===== src/rtl/uart_pkg.sv =====
// ----------------------------------------------------------------------------
// uart_pkg
//   Shared UART definitions. Both the receiver (uart_rx_mix) and the UartTX
//   block import this package.
//   - uart_state_e : frame state encoding IDLE=0, START=1, DATA=2, STOP=3
//   - uart_div()   : clocks per bit, CLK_HZ/BAUD with integer division
// ----------------------------------------------------------------------------
package uart_pkg;

    typedef enum logic [1:0] {
        IDLE  = 2'd0,
        START = 2'd1,
        DATA  = 2'd2,
        STOP  = 2'd3
    } uart_state_e;

    function automatic int unsigned uart_div(input int unsigned clk_hz,
                                             input int unsigned baud);
        return clk_hz / baud;
    endfunction

endpackage


===== src/rtl/uart_rx_mix_if.sv =====
// ----------------------------------------------------------------------------
// uart_rx_mix_if
//   Byte handshake between the UART receiver and the MIX input device.
//   - data  : received byte, meaningful only while valid=1
//   - valid : byte available, held until accepted
//   - ack   : consumer takes the byte on a cycle with valid=1
//   Modports: master = receiver side, slave = consumer side.
// ----------------------------------------------------------------------------
interface uart_rx_mix_if;
    logic [7:0] data;
    logic       valid;
    logic       ack;

    modport master (output data, output valid, input ack);
    modport slave  (input data, input valid, output ack);
endinterface


===== src/rtl/uart_rx_fifo.sv =====
// ----------------------------------------------------------------------------
// uart_rx_fifo
//   Small synchronous byte FIFO for the UART receiver.
//   Ports:
//     clk, reset : clock, asynchronous active-low reset (empties the FIFO)
//     push_i     : write din_i (ignored when full, unless pop_i in the same cycle)
//     din_i      : byte to write
//     pop_i      : remove the head entry (ignored when empty)
//     dout_o     : head entry
//     full_o     : DEPTH entries held
//     empty_o    : no entries held
//   DEPTH must be a power of two (>=2) so the pointers wrap naturally.
// ----------------------------------------------------------------------------
module uart_rx_fifo #(
    parameter int unsigned DEPTH = 4
) (
    input  logic       clk,
    input  logic       reset,
    input  logic       push_i,
    input  logic [7:0] din_i,
    input  logic       pop_i,
    output logic [7:0] dout_o,
    output logic       full_o,
    output logic       empty_o
);

    localparam int unsigned     PTR_W   = (DEPTH > 1) ? $clog2(DEPTH) : 1;
    localparam logic [PTR_W:0]  DEPTH_C = (PTR_W + 1)'(DEPTH);
    localparam logic [PTR_W:0]  CNT_ONE = (PTR_W + 1)'(1);
    localparam logic [PTR_W-1:0] PTR_ONE = PTR_W'(1);

    logic [7:0]       mem_q [DEPTH];
    logic [PTR_W-1:0] wr_ptr_q;
    logic [PTR_W-1:0] rd_ptr_q;
    logic [PTR_W:0]   count_q;
    logic             do_push;
    logic             do_pop;

    assign full_o  = (count_q == DEPTH_C);
    assign empty_o = (count_q == '0);
    assign dout_o  = mem_q[rd_ptr_q];

    assign do_pop  = pop_i && !empty_o;
    // A full FIFO still accepts a write when the head leaves in the same cycle.
    assign do_push = push_i && (!full_o || do_pop);

    always_ff @(posedge clk or negedge reset) begin
        if (!reset) begin
            wr_ptr_q <= '0;
            rd_ptr_q <= '0;
            count_q  <= '0;
            for (int i = 0; i < int'(DEPTH); i++) begin
                mem_q[i] <= '0;
            end
        end else begin
            if (do_push) begin
                mem_q[wr_ptr_q] <= din_i;
                wr_ptr_q        <= wr_ptr_q + PTR_ONE;
            end
            if (do_pop) begin
                rd_ptr_q <= rd_ptr_q + PTR_ONE;
            end
            case ({do_push, do_pop})
                2'b10:   count_q <= count_q + CNT_ONE;
                2'b01:   count_q <= count_q - CNT_ONE;
                default: count_q <= count_q;
            endcase
        end
    end

endmodule


===== src/rtl/uart_rx_mix.sv =====
// ----------------------------------------------------------------------------
// uart_rx_mix
//   8N1 serial receiver (LSB first) feeding the MIX input device.
//   Ports:
//     clk       : system clock, rising edge
//     reset     : asynchronous active-low reset
//     rx        : serial line, idle high, asynchronous to clk
//     byte_if   : uart_rx_mix_if.master -- data / valid / ack handshake
//     frame_err : one-cycle pulse, stop bit sampled low
//     overrun   : one-cycle pulse, completed byte dropped (no storage free)
//     busy      : high while a frame is in progress
//   Build option: define UART_RX_FIFO_EN to buffer bytes in a FIFO_DEPTH-entry
//   FIFO (uart_rx_fifo); otherwise a single holding register is used.
// ----------------------------------------------------------------------------
module uart_rx_mix
    import uart_pkg::*;
#(
    parameter int unsigned CLK_HZ     = 12_000_000,
    parameter int unsigned BAUD       = 115200,
    parameter int unsigned FIFO_DEPTH = 4
) (
    input  logic           clk,
    input  logic           reset,
    input  logic           rx,
    uart_rx_mix_if.master  byte_if,
    output logic           frame_err,
    output logic           overrun,
    output logic           busy
);

    localparam int unsigned      DIV       = uart_div(CLK_HZ, BAUD);
    localparam int unsigned      CNT_W     = $clog2(DIV);
    localparam logic [CNT_W-1:0] HALF_LAST = CNT_W'(DIV / 2 - 1);
    localparam logic [CNT_W-1:0] BIT_LAST  = CNT_W'(DIV - 1);
    localparam logic [CNT_W-1:0] CNT_ONE   = CNT_W'(1);

    // ---- rx synchronizer: two flops, preset to the idle level ----
    logic rx_meta_q;
    logic rxs_q;

    always_ff @(posedge clk or negedge reset) begin
        if (!reset) begin
            rx_meta_q <= 1'b1;
            rxs_q     <= 1'b1;
        end else begin
            rx_meta_q <= rx;
            rxs_q     <= rx_meta_q;
        end
    end

    // ---- frame FSM: bit timing, shift register, busy / frame_err ----
    uart_state_e      state_q;
    logic [CNT_W-1:0] cnt_q;
    logic [2:0]       bitn_q;
    logic [7:0]       shreg_q;
    logic             busy_q;
    logic             frame_err_q;
    logic             byte_done;

    // Good stop bit this cycle: shreg_q already holds the complete byte.
    assign byte_done = (state_q == STOP) && (cnt_q == BIT_LAST) && rxs_q;

    always_ff @(posedge clk or negedge reset) begin
        if (!reset) begin
            state_q     <= IDLE;
            cnt_q       <= '0;
            bitn_q      <= '0;
            shreg_q     <= '0;
            busy_q      <= 1'b0;
            frame_err_q <= 1'b0;
        end else begin
            frame_err_q <= 1'b0;
            case (state_q)
                IDLE: begin
                    if (!rxs_q) begin
                        state_q <= START;
                        cnt_q   <= '0;
                        busy_q  <= 1'b1;
                    end
                end
                START: begin
                    if (cnt_q == HALF_LAST) begin
                        cnt_q <= '0;
                        if (rxs_q) begin
                            // Line back high at mid start bit: a glitch, not a frame.
                            state_q <= IDLE;
                            busy_q  <= 1'b0;
                        end else begin
                            state_q <= DATA;
                            bitn_q  <= '0;
                        end
                    end else begin
                        cnt_q <= cnt_q + CNT_ONE;
                    end
                end
                DATA: begin
                    if (cnt_q == BIT_LAST) begin
                        cnt_q   <= '0;
                        shreg_q <= {rxs_q, shreg_q[7:1]};
                        bitn_q  <= bitn_q + 3'd1;
                        if (bitn_q == 3'd7) begin
                            state_q <= STOP;
                        end
                    end else begin
                        cnt_q <= cnt_q + CNT_ONE;
                    end
                end
                STOP: begin
                    if (cnt_q == BIT_LAST) begin
                        // Leave at mid stop bit so a back-to-back start edge is seen.
                        cnt_q       <= '0;
                        state_q     <= IDLE;
                        busy_q      <= 1'b0;
                        frame_err_q <= !rxs_q;
                    end else begin
                        cnt_q <= cnt_q + CNT_ONE;
                    end
                end
                default: begin
                    state_q <= IDLE;
                    busy_q  <= 1'b0;
                end
            endcase
        end
    end

    // ---- byte storage and handshake ----
    logic overrun_q;

`ifdef UART_RX_FIFO_EN
    logic       fifo_full;
    logic       fifo_empty;
    logic       fifo_push;
    logic       fifo_pop;
    logic [7:0] fifo_head;

    assign fifo_pop  = byte_if.ack && !fifo_empty;
    assign fifo_push = byte_done && (!fifo_full || fifo_pop);

    uart_rx_fifo #(
        .DEPTH (FIFO_DEPTH)
    ) u_fifo (
        .clk     (clk),
        .reset   (reset),
        .push_i  (fifo_push),
        .din_i   (shreg_q),
        .pop_i   (fifo_pop),
        .dout_o  (fifo_head),
        .full_o  (fifo_full),
        .empty_o (fifo_empty)
    );

    always_ff @(posedge clk or negedge reset) begin
        if (!reset) begin
            overrun_q <= 1'b0;
        end else begin
            overrun_q <= byte_done && fifo_full && !fifo_pop;
        end
    end

    assign byte_if.data  = fifo_head;
    assign byte_if.valid = !fifo_empty;
`else
    logic [7:0] data_q;
    logic       valid_q;

    always_ff @(posedge clk or negedge reset) begin
        if (!reset) begin
            data_q    <= '0;
            valid_q   <= 1'b0;
            overrun_q <= 1'b0;
        end else begin
            overrun_q <= 1'b0;
            if (byte_done) begin
                // The register is free if empty or being drained this very cycle.
                if (!valid_q || byte_if.ack) begin
                    data_q  <= shreg_q;
                    valid_q <= 1'b1;
                end else begin
                    overrun_q <= 1'b1;
                end
            end else if (valid_q && byte_if.ack) begin
                valid_q <= 1'b0;
            end
        end
    end

    assign byte_if.data  = data_q;
    assign byte_if.valid = valid_q;
`endif

    assign frame_err = frame_err_q;
    assign overrun   = overrun_q;
    assign busy      = busy_q;

endmodule

===== src/flat_wrapper.sv =====
// flat-port wrapper written by rule: the top's interface ports become plain ports
module uart_rx_mix_flat import uart_pkg::*;
#(
    parameter int unsigned CLK_HZ     = 12_000_000,
    parameter int unsigned BAUD       = 115200,
    parameter int unsigned FIFO_DEPTH = 4
)
  (clk, reset, rx, frame_err, overrun, busy, byte_if_data, byte_if_valid, byte_if_ack);
  uart_rx_mix_if byte_if_i ();
  input  logic clk;
  input  logic reset;
  input  logic rx;
  output logic frame_err;
  output logic overrun;
  output logic busy;
  output wire logic [$bits(byte_if_i.data)-1:0] byte_if_data;
  output wire logic [$bits(byte_if_i.valid)-1:0] byte_if_valid;
  input wire logic [$bits(byte_if_i.ack)-1:0] byte_if_ack;
  assign byte_if_data = byte_if_i.data;
  assign byte_if_valid = byte_if_i.valid;
  assign byte_if_i.ack = byte_if_ack;
  uart_rx_mix #(.CLK_HZ(CLK_HZ), .BAUD(BAUD), .FIFO_DEPTH(FIFO_DEPTH)) u_core (.clk(clk), .reset(reset), .rx(rx), .byte_if(byte_if_i), .frame_err(frame_err), .overrun(overrun), .busy(busy));
endmodule

===== config.mk =====
export PLATFORM = sky130hd
export DESIGN_NAME = uart_rx_mix_flat
export DESIGN_NICKNAME = d
export VERILOG_FILES = /design/src/rtl/uart_pkg.sv /design/src/rtl/uart_rx_mix_if.sv /design/src/rtl/uart_rx_fifo.sv /design/src/rtl/uart_rx_mix.sv /design/src/flat_wrapper.sv
export SDC_FILE = /design/constraint.sdc
export NUM_CORES = 1
export LEC_CHECK = 0
export CAP_MARGIN = 0
export CORE_UTILIZATION = 59
export DETAILED_ROUTE_END_ITERATION = 7
export PLACE_DENSITY_LB_ADDON = 0.25
export SETUP_SLACK_MARGIN = 0.2
export SYNTH_ARGS = -nofsm -noshare
export SYNTH_HDL_FRONTEND = slang
export SYNTH_SLANG_ARGS = --single-unit

===== constraint.sdc =====
create_clock -name clk -period 3.7 [get_ports clk]
set_input_delay 0.74 -clock clk [delete_from_list [all_inputs] [get_ports clk]]
set_output_delay 0.74 -clock clk [all_outputs]
set_load 0.01 [all_outputs]

==> Yosys cells after proc, flatten, opt, wreduce, memory -nomap -nowiden <==
Cells that the tools add are included.
{ "word_totals": {"register_bits": 34, "inputBits": 4, "output_inout_bits": 12} }
{ "op_classes": {"n_mux": 27, "n_addsub": 2, "reduce_logical": 17, "eq_ne": 14} }
{ "op_table": {"columns": ["op", "count"], "rows": [
  ["$mux 7", 3],
  ["$pmux 7 s3", 1],
  ["$mux 2", 6],
  ["$mux 1", 11],
  ["$reduce_and 5->1", 2],
  ["$mux 3", 3],
  ["$ne 2x1->1 const B", 4],
  ["$ne 2x2->1 const B", 4],
  ["$pmux 2 s4", 1],
  ["$add 7x1->7 const B", 1],
  ["$eq 7x6->1 const B", 1],
  ["$eq 7x7->1 const B", 1],
  ["$pmux 3 s2", 1],
  ["$reduce_and 2->1", 3],
  ["$eq 2x2->1 const B", 2],
  ["$reduce_and 4->1", 1],
  ["$reduce_bool 2->1", 2],
  ["$add 3x1->3 const B", 1],
  ["$eq 3x3->1 const B", 1],
  ["$logic_and 1x1->1", 3],
  ["$pmux 1 s3", 1],
  ["$reduce_bool 3->1", 1],
  ["$eq 2x1->1 const B", 1],
  ["$logic_not 1->1", 2],
  ["3 further kinds", 3]
]} }

==> Longest topological paths before layout <==
{ "depth": {"word_depth": 5, "mapped_depth": 6} }

==> Worst setup path before layout <==
OpenSTA, ideal clock, no wires.
{ "synth_path": {"kind": "reg-to-reg", "startpoint": "reg u_core.cnt_q[0]", "endpoint": "reg u_core.data_q[0] (netlist: u_core.byte_if.data[0])", "slack_ns": 2.033, "stages_incl_launch_ff": 6, "required_ns": 3.575, "t_arrival_ns": 1.542, "n_path_buf": 0, "path_cell_list": "dfrtp_1 ha_1 and4b_4 nand4_4 nor2_8 mux2_2"} }
{ "synth_via": {"elab_chain_len": 4} }
{ "synth_lines": {"columns": ["item", "line", "text"], "rows": [
  ["start: declaration", "uart_rx_mix.sv:53", "logic [CNT_W-1:0] cnt_q;"],
  ["start signal: assignment", "uart_rx_mix.sv:93", "cnt_q <= cnt_q + CNT_ONE;"],
  ["start signal: assignment", "uart_rx_mix.sv:105", "cnt_q <= cnt_q + CNT_ONE;"],
  ["start signal: assignment", "uart_rx_mix.sv:116", "cnt_q <= cnt_q + CNT_ONE;"],
  ["$eq 7x7->1", "uart_rx_mix.sv:61", "assign byte_done = (state_q == STOP) && (cnt_q == BIT_LAST) && rxs_q;"],
  ["$logic_and 1x1->1 (2 in a row)", "uart_rx_mix.sv:61", null],
  ["$reduce_and 2->1 (no source line)", null, null],
  ["end signal: assignment", "uart_rx_mix.sv:177", "data_q <= shreg_q;"],
  ["end: declaration", "uart_rx_mix.sv:164", "logic [7:0] data_q;"]
]} }
No other way between the ends.
A chain may end at the register's enable or synchronous reset.

==> Worst setup path after layout <==
{ "layout_path": {"startpoint": "reg u_core.busy_q (netlist: u_core.busy)", "endpoint": "out busy"} }
{ "layout_rtl": {"columns": ["item", "line", "text"], "rows": [
  ["start: declaration", "uart_rx_mix.sv:56", "logic busy_q;"],
  ["start signal: assignment", "uart_rx_mix.sv:69", "busy_q <= 1'b0;"],
  ["start signal: assignment", "uart_rx_mix.sv:78", "busy_q <= 1'b1;"],
  ["start signal: assignment", "uart_rx_mix.sv:87", "busy_q <= 1'b0;"],
  ["end: declaration", "flat_wrapper.sv:15", "output logic busy;"]
]} }
No word-level cell between the ends.

==> results.json <==
{
  "nNetsFinal": 163,
  "grt_pass1_wl_mm": 4.77,
  "criticalPathCategory": "flip-flop to output port",
  "crit_family": "buffers and inverters",
  "gp_congestion": 0.759,
  "finalSetupViolations": 0,
  "syn_nets": 145,
  "layout_common_cells": "dfrtp_1 (32), nand2_1 (24), clkdlybuf4s50_1 (15), mux2_2 (10), nand3_1 (6)",
  "clk_pin_slew_worst_paths_ns": 0.10,
  "cts_resized": 0,
  "vias": 1075,
  "vias_per_cell": 5.75,
  "worstSkewPairLatency_ns": 0.35,
  "synthFlopType": "dfrtp_1",
  "finalClockSkew_ns": 0.00793,
  "n_antenna_cell": 0,
  "start_util_pct": 63.4,
  "dieArea_sq_mm": 0.00292,
  "root_buffer": "clkbuf_4",
  "hold_path.class": "flip-flop to flip-flop",
  "io_pins": 16,
  "drcViolationCount": 0,
  "worst_slew_pin_slew_ns": 0.650,
  "worstPathCellList": "clkdlybuf4s50_1",
  "mappedNetlistArea_sq_mm": 0.00160,
  "rsz0062_at_grt": "no",
  "ys_seq_area_share_pct": 53.3,
  "critPathSlowestCell": "clkdlybuf4s50_1",
  "vdd_drop_max_mv": 0.359,
  "place_hpwl_mm": 1.88,
  "yosysWarnings": 0,
  "syn_inst": 138,
  "port_buffers": 15,
  "yosysUniqueCellTypes": 35,
  "syn_to_final_growth_pct": 14.1,
  "synthArstFlopShare_pct": 100,
  "die_width_microns": 54.1,
  "max_stage_delay_ns": 0.55,
  "fmax_mhz": 491,
  "post_drt_wl_per_cell_microns": 14.8,
  "routed_wl_mm": 2.76,
  "final_antenna_net_count": 0,
  "cp_max_fo": 4,
  "power_uw": 605,
  "dr.pass1.iters": 4,
  "max_cap_viol_count": 0,
  "powerDensity_mw_per_mm2": 331,
  "drv_slew": 0,
  "core_area_sq_mm": 0.00252,
  "overflow": 0,
  "max_slew_margin_pct": 56.3,
  "finalHoldViolations": 0,
  "clk_path_buf_depth": 2,
  "row_count": 18,
  "arrival_ns": 1.30,
  "dp_slack_ns": 1.57,
  "first_iter_violations": 24,
  "drive_above_1_share_pct": 19.1,
  "cts_hold_buffers": 0,
  "die_h_microns": 54.1,
  "p_leak_uw": 0.000918,
  "final_common_cell": "dfrtp_1",
  "min_period_ns": 2.04,
  "cts-htree-levels": 2,
  "grt_pass1_vias": 1059,
  "cts_tree": "yes",
  "period_share_pct": 55.1,
  "crit_required_ns": 2.96,
  "finalSetupTns_ns": 0,
  "cts_setup_buffers": 0,
  "grt_use_total_pct": 24.2,
  "ys_ff_latch": 34,
  "outcome": "finished clean",
  "endpoint_kind": "output port",
  "crit_buf_inv": 1,
  "synth-edff-count": 0,
  "layout_setup_ws_ns": 1.66,
  "antenna_found_initial": 0,
  "syn_avg_cell_area_sq_um": 11.6,
  "grt_max_degree": 35,
  "tritoncts.num_buffers": 5,
  "cp-start-kind": "flip-flop",
  "numClockSinks": 34
}
[cell usage after synthesis, drive strengths merged, types with 3 or more instances]
cell type  number  area (sq um)
dfrtp          32           801
nand2          24          90.1
mux2           16           195
nand3           6          30.0
nor2            6          38.8
o21ai           5          25.0
o22ai           5          31.3
nor3            4          20.0
a21oi           3          15.0
and2            3          18.8
clkbuf          3          11.3
ha              3          37.5
inv             3          11.3
nand2b          3          18.8
nand4b          3          41.3
[final cells by class]
class                   instances  area [sq um]
clock inverters                 1          5.00
fillers                       178           697
repair buffers                 16           158
clock buffers                   7          55.1
multi-input cells              96           706
well taps                      30          37.5
flip-flops and latches         34           853
inverters                       3          11.3
[path summary, 6_finish.rpt]
check                                  from                endpoint  slack, ns  cells past startpoint
hold reg to reg            u_core.rx_meta_q            u_core.rxs_q       0.36                      0
max in group asynchronous             reset        u_core.rx_meta_q       2.59                      2
hold / removal             u_core.rx_meta_q            u_core.rxs_q       0.36                      0
setup reg to reg            u_core.cnt_q[0]  u_core.byte_if.data[4]       1.86                      5
setup / recovery                u_core.busy                    busy       1.66                      1
min in group asynchronous             reset         u_core.cnt_q[1]       0.78                      2
[cells by family after synthesis]
family,synth area share (%)
AO/OA/AOI/OAI,7.35
adder cells (fa/ha/maj),2.35
buffers and inverters,2.58
AND/OR/NAND/NOR,21.7
multiplexers,12.2
XOR/XNOR,0.547
flip-flops,53.3
[registers in the layout (all words and copies together), names as in the netlist, named ones only]
signal	count
u_core.byte_if.data	8
u_core.shreg_q	8
u_core.cnt_q	7
u_core.bitn_q	3
u_core.busy	1
u_core.byte_if.valid	1
u_core.frame_err	1
u_core.overrun	1
u_core.rx_meta_q	1
u_core.rxs_q	1
u_core.state_q	1
[layer usage]
layer  routed length [microns]  part of all wire (%)  track usage, %
met1                      1270                    46            31.1
met2                      1330                    48            36.4
met3                       119                   4.3            9.32
met4                        44                   1.6            10.3
met5                         0                     0               0
[report_power, final]
group	internal [uW]	switching, uW	total [uW]
clock	92.0	125	217
sequential	373	1.73	375
combinational	4.02	8.08	12.1
total	469	135	605
[through the flow]
stage,cell area [sq um],hold slack (ns),std cells,util [%]
after floorplan,1600,0.345,138,-
after CTS,1830,0.363,187,72.4
final,1830,0.362,187,72.4
after detailed placement,1770,0.349,179,70.0
after global placement,1770,0.346,179,70.0
after global routing,1830,0.366,187,72.4
(Power assumes the default switching activity.)
